===== config.mk =====
export PLATFORM = sky130hd
export DESIGN_NAME = mem_arbiter
export DESIGN_NICKNAME = d
export VERILOG_FILES = /design/src/rtl/mem_arbiter_pkg.sv /design/src/rtl/mem_arbiter_rr_pick2.sv /design/src/rtl/mem_arbiter.sv
export SDC_FILE = /design/constraint.sdc
export NUM_CORES = 1
export LEC_CHECK = 0
export ABC_CLOCK_PERIOD_IN_PS = 3700
export CORE_ASPECT_RATIO = 0.75
export CORE_MARGIN = 4
export CORE_UTILIZATION = 35
export CTS_BUF_LIST = sky130_fd_sc_hd__clkbuf_4 sky130_fd_sc_hd__clkbuf_8
export CTS_CLUSTER_SIZE = 8
export DETAILED_ROUTE_END_ITERATION = 7
export GPL_ROUTABILITY_DRIVEN = 0
export PLACE_DENSITY = 0.69
export REMOVE_ABC_BUFFERS = 1
export SYNTH_ARGS = -nofsm -noshare
export SYNTH_HDL_FRONTEND = slang
export SYNTH_HIERARCHICAL = 1
export SYNTH_SLANG_ARGS = --single-unit

===== constraint.sdc =====
create_clock -name clk -period 3.7 [get_ports clk]
set_clock_uncertainty 0.15 [all_clocks]
set_input_delay 0.925 -clock clk [delete_from_list [all_inputs] [get_ports clk]]
set_output_delay 0.925 -clock clk [all_outputs]
set_load 0.005 [all_outputs]

===== src/rtl/mem_arbiter_pkg.sv =====
// Shared definitions for the shared-SRAM arbiter: state encodings, port
// indices and default bus widths.
package mem_arbiter_pkg;

    localparam int AW_DEFAULT = 8;
    localparam int DW_DEFAULT = 8;

    localparam logic [2:0] ST_IDLE = 3'd0;
    localparam logic [2:0] ST_RD   = 3'd1;
    localparam logic [2:0] ST_WSET = 3'd2;
    localparam logic [2:0] ST_WSTB = 3'd3;
    localparam logic [2:0] ST_DONE = 3'd4;

    localparam logic PORT_CPU = 1'b0;
    localparam logic PORT_LDR = 1'b1;

    typedef enum logic [2:0] {
        IDLE = ST_IDLE,
        RD   = ST_RD,
        WSET = ST_WSET,
        WSTB = ST_WSTB,
        DONE = ST_DONE
    } state_e;

endpackage


===== src/rtl/mem_arbiter_rr_pick2.sv =====
// Two-way round-robin picker: on a tie the port that did not own the last
// transaction wins; the lock makes the CPU port ineligible.
module rr_pick2
    import mem_arbiter_pkg::*;
(
    input  logic req_cpu_i,
    input  logic req_ldr_i,
    input  logic last_owner_i,
    input  logic lock_i,
    output logic valid_o,
    output logic winner_o
);

    logic cpu_ok;

    always_comb begin
        cpu_ok  = req_cpu_i & ~lock_i;
        valid_o = cpu_ok | req_ldr_i;
        if (cpu_ok && req_ldr_i) begin
            winner_o = ~last_owner_i;
        end else if (req_ldr_i) begin
            winner_o = PORT_LDR;
        end else begin
            winner_o = PORT_CPU;
        end
    end

endmodule


===== src/rtl/mem_arbiter.sv =====
// CPU / loader arbiter for one async-read SRAM. Every access runs a fixed
// set-up / strobe / hold sequence so the registered write strobe never glitches.
module mem_arbiter
    import mem_arbiter_pkg::*;
#(
    parameter int AW = AW_DEFAULT,
    parameter int DW = DW_DEFAULT
) (
    input  logic          clk,
    input  logic          rst_n,
    input  logic          cpu_req_i,
    input  logic          cpu_we_i,
    input  logic [AW-1:0] cpu_addr_i,
    input  logic [DW-1:0] cpu_wdata_i,
    output logic [DW-1:0] cpu_rdata_o,
    output logic          cpu_ack_o,
    input  logic          ldr_req_i,
    input  logic          ldr_we_i,
    input  logic [AW-1:0] ldr_addr_i,
    input  logic [DW-1:0] ldr_wdata_i,
    output logic [DW-1:0] ldr_rdata_o,
    output logic          ldr_ack_o,
    input  logic          ldr_lock_i,
    output logic [AW-1:0] mem_addr_o,
    output logic [DW-1:0] mem_wdata_o,
    output logic          mem_wen_o,
    input  logic [DW-1:0] mem_rdata_i,
    output logic          busy_o,
    output logic          owner_o
);

    state_e        state_q, state_d;
    logic          owner_q, owner_d;
    logic [AW-1:0] mem_addr_q, mem_addr_d;
    logic [DW-1:0] mem_wdata_q, mem_wdata_d;
    logic          mem_wen_q, mem_wen_d;
    logic [DW-1:0] cpu_rdata_q, cpu_rdata_d;
    logic [DW-1:0] ldr_rdata_q, ldr_rdata_d;
    logic          pick_valid, pick_winner;
    logic          acc_we;

    rr_pick2 u_pick (
        .req_cpu_i    (cpu_req_i),
        .req_ldr_i    (ldr_req_i),
        .last_owner_i (owner_q),
        .lock_i       (ldr_lock_i),
        .valid_o      (pick_valid),
        .winner_o     (pick_winner)
    );

    always_comb begin
        state_d     = state_q;
        owner_d     = owner_q;
        mem_addr_d  = mem_addr_q;
        mem_wdata_d = mem_wdata_q;
        mem_wen_d   = 1'b0;
        cpu_rdata_d = cpu_rdata_q;
        ldr_rdata_d = ldr_rdata_q;
        acc_we      = 1'b0;
        case (state_q)
            IDLE: begin
                if (pick_valid) begin
                    owner_d = pick_winner;
                    if (pick_winner == PORT_LDR) begin
                        acc_we      = ldr_we_i;
                        mem_addr_d  = ldr_addr_i;
                        mem_wdata_d = ldr_wdata_i;
                    end else begin
                        acc_we      = cpu_we_i;
                        mem_addr_d  = cpu_addr_i;
                        mem_wdata_d = cpu_wdata_i;
                    end
                    state_d = acc_we ? WSET : RD;
                end
            end
            RD: begin
                if (owner_q == PORT_LDR) ldr_rdata_d = mem_rdata_i;
                else                     cpu_rdata_d = mem_rdata_i;
                state_d = DONE;
            end
            // Strobe is raised from the set-up cycle so it is a clean flop output in WSTB.
            WSET:    begin mem_wen_d = 1'b1; state_d = WSTB; end
            WSTB:    state_d = DONE;
            DONE:    state_d = IDLE;
            default: state_d = IDLE;
        endcase
    end

    always_ff @(posedge clk or negedge rst_n) begin
        if (!rst_n) begin
            state_q     <= IDLE;
            owner_q     <= PORT_LDR;
            mem_addr_q  <= '0;
            mem_wdata_q <= '0;
            mem_wen_q   <= 1'b0;
            cpu_rdata_q <= '0;
            ldr_rdata_q <= '0;
        end else begin
            state_q     <= state_d;
            owner_q     <= owner_d;
            mem_addr_q  <= mem_addr_d;
            mem_wdata_q <= mem_wdata_d;
            mem_wen_q   <= mem_wen_d;
            cpu_rdata_q <= cpu_rdata_d;
            ldr_rdata_q <= ldr_rdata_d;
        end
    end

    assign cpu_ack_o   = (state_q == DONE) && (owner_q == PORT_CPU);
    assign ldr_ack_o   = (state_q == DONE) && (owner_q == PORT_LDR);
    assign busy_o      = (state_q != IDLE);
    assign owner_o     = owner_q;
    assign mem_addr_o  = mem_addr_q;
    assign mem_wdata_o = mem_wdata_q;
    assign mem_wen_o   = mem_wen_q;
    assign cpu_rdata_o = cpu_rdata_q;
    assign ldr_rdata_o = ldr_rdata_q;

endmodule


==> impl_metrics.py <==
metrics = {
    "die": {
        "ioPinCount": 84,
        "coreArea_mm2": 0.00455,
        "die_y_um": 68.1,
        "die_area_mm2": 0.00601,
        "start_util_pct": 37.1,
        "num_rows": 21,
        "dieWidth_um": 88.2,
    },
    "synth": {
        "yosys.cell_types.count": 18,
        "yosysWarnings": 6,
        "seq_area_frac_synth_pct": 55.0,
        "avgSynthCellArea_um2": 15.5,
        "synthCells": 109,
        "syn_area_mm2": 0.00169,
        "synth_ff_type": "dfrtp_1",
        "synthArstFlopShare_pct": 100,
        "synth-edff-count": 0,
        "ys_ff_latch": 37,
    },
    "min_path": {
        "min_to": "mem_addr_o[0]$_DFFE_PN0P_",
        "holdPathStages": 1,
        "hold_path.startpoint": "mem_addr_o[0]$_DFFE_PN0P_",
        "min_path_type": "flop to flop",
    },
    "setup_path": {
        "max_stage_delay_ns": 0.61,
        "rrSetupSlack_ns": 1.89,
        "r2r_end": "cpu_rdata_o[1]$_DFFE_PN0P_",
        "cpMaxStageDelayCell": "dfstp_2",
        "startpoint_type": "flop",
        "worstPathCellList": "nor4bb_1 -> clkdlybuf4s50_1",
        "startpoint": "owner_o$_DFFE_PN1P_",
        "worst-r2r-cell-count": 2,
        "critPathMaxFanout": 7,
        "crit_arrival_ns": 1.73,
        "required_ns": 2.62,
        "critical_path_class": "flop to primary output",
        "timing.rr.start": "state_q[2]$_DFFE_PN0P_",
        "worstSetupEndpointType": "primary output",
    },
    "timing": {
        "tightest_slew_ns": 0.780,
        "fin_setup_tns_ns": 0,
        "maxSlewViolCount": 0,
        "layout_worst_path_cycle_share_pct": 75.7,
        "hold_viol": 0,
        "finalSetupViolations": 0,
        "rsz0062_at_grt": "false",
        "fmax_mhz": 357,
        "relSlewSlack_pct": 48.0,
        "period_minus_slack_ns": 2.80,
    },
    "place": {
        "dpl_cell_area_mm2": 0.00256,
        "port_buffers": 83,
        "dp_hpwl_mm": 3.04,
    },
    "route": {
        "routedWlPerCell_um": 15.1,
        "routed-via-count": 1205,
        "firstDrtPassIters": 4,
        "drt-initial-drc-count": 12,
        "wl_mm": 3.83,
        "drcViolationCount": 0,
        "antenna_left": 0,
        "viasPerCell": 4.74,
    },
    "run_status": {
        "status": "finished, final reports clean",
    },
    "grt": {
        "grt_max_degree": 38,
        "antenna_found_initial": 0,
        "grt_pass1_wl_mm": 6.20,
        "grt_overflow_total": 0,
        "grt_pass1_vias": 1341,
        "grtUsageTotal_pct": 13.6,
    },
    "power_and_ir_drop": {
        "total_power_mw": 2.03,
        "ir_drop_v": 0.000332,
        "p_per_area_mw_per_mm2": 757,
        "p_leak_nw": 1.10,
    },
    "finish": {
        "final_cell_mix": "82 x clkdlybuf4s50_1, 47 x mux2_2, 36 x dfrtp_1, 6 x clkbuf_8, 3 x buf_4",
        "antenna_cells": 0,
        "drive_above_1_share_pct": 32.5,
        "layout.nets": 243,
        "nFillCells": 376,
        "multiInputGateArea_um2": 709,
        "syn_to_final_growth_pct": 59.1,
        "final_common_cell": "clkdlybuf4s50_1",
        "final-seq-area_um2": 927,
        "design_area_mm2": 0.00268,
    },
    "clock_tree": {
        "root_buffer": "clkbuf_8",
        "clockBufferDepth": 2,
        "htreeDepth": 2,
        "cts_tree": "yes",
        "numCtsBuffers": 5,
        "postCtsHoldBufs": 0,
        "cts_resized": 0,
        "clk-insertion-delay-late_ns": 0.28,
        "cts.sinks": 37,
        "cts_setup_buffers": 0,
        "clkTransAtPathRegs_ns": 0.07,
    },
    "flow_run": {
        "drv_cap": 0,
    },
}
## state kept, by name, indices dropped and copies added, names as in the netlist
| name | flops |
|---|---|
| cpu_rdata_o | 8 |
| ldr_rdata_o | 8 |
| mem_addr_o | 8 |
| mem_wdata_o | 8 |
| state_q | 3 |
| mem_wen_o | 1 |
| owner_o | 1 |
## how the worst max path moves through the flow
| stage | end | slack [ns] |
|---|---|---|
| final | ldr_ack_o | 0.90 |
| after global routing | cpu_ack_o | 0.82 |
| after CTS | ldr_ack_o | 0.88 |
| after detailed placement | mem_addr_o[0]$_DFFE_PN0P_ | 0.87 |
| after global placement | mem_addr_o[0]$_DFFE_PN0P_ | 0.92 |
| after floorplan | mem_addr_o[0]$_DFFE_PN0P_ | 1.13 |
## layer usage
metal | GRT usage, % | part of all wire, % | up-vias | wire length [µm]
li1 | - | - | 565 | -
met1 | 16.0 | 40 | 588 | 1540
met2 | 22.0 | 47 | 47 | 1790
met3 | 6.14 | 12 | 5 | 459
met4 | 5.66 | 1.3 | 0 | 48
met5 | 0 | 0 | - | 0
## power by group
part	total (mW)	leakage, nW	internal (mW)	switching (mW)
registers	0.767	0.441	0.616	0.150
clock network	0.360	0.0619	0.227	0.133
logic	0.905	0.594	0.647	0.258
## critical path: cells and delay by family, from the launching register on
| kind | cells | cell delay [ns] |
|---|---|---|
| buffers and inverters | 1 | 0.55 |
| and+or+nand+nor | 1 | 0.29 |
| DFF | 1 | 0.61 |
## kinds of logic after synthesis
family                 Yosys count  share of synthesized area [%]
muxes                           50                           33.3
DFF                             37                           55.0
and+or+nand+nor                 10                           6.68
buffers and inverters            8                           2.97
AOI/OAI and AO/OA                4                           2.08
## through the flow
stage / worst slack, ns / hold slack (ns) / std cells / utilization (%)
floorplan: 1.13 / 0.333 / 103 / -
global placement: 0.922 / 0.319 / 246 / 56.4
detailed placement: 0.874 / 0.349 / 246 / 56.4
CTS: 0.875 / 0.368 / 254 / 59.0
global route: 0.821 / 0.379 / 254 / 59.0
finish: 0.898 / 0.360 / 254 / 59.0
## synth_stat cells, types with 2 or more instances
cell type	count	share of area [%]
a21o_1	2	0.89
buf_2	4	1.2
buf_6	2	1.3
dfrtp_1	36	53
inv_1	2	0.45
mux2_1	2	1.3
mux2_2	47	31
nor3b_1	2	0.89
nor4b_4	2	2.8
nor4bb_1	2	1.2
## final cells by class
cell class / instances / area share [%]
Clock buffer: 7 / 3.36
Clock inverter: 1 / 1.12
Inverter: 2 / 0.280
Multi-Input combinational cell: 64 / 26.4
Sequential cell: 37 / 34.5
Tap cell: 57 / 2.66
Timing Repair Buffer: 86 / 31.6
(Power assumes the default switching activity.)
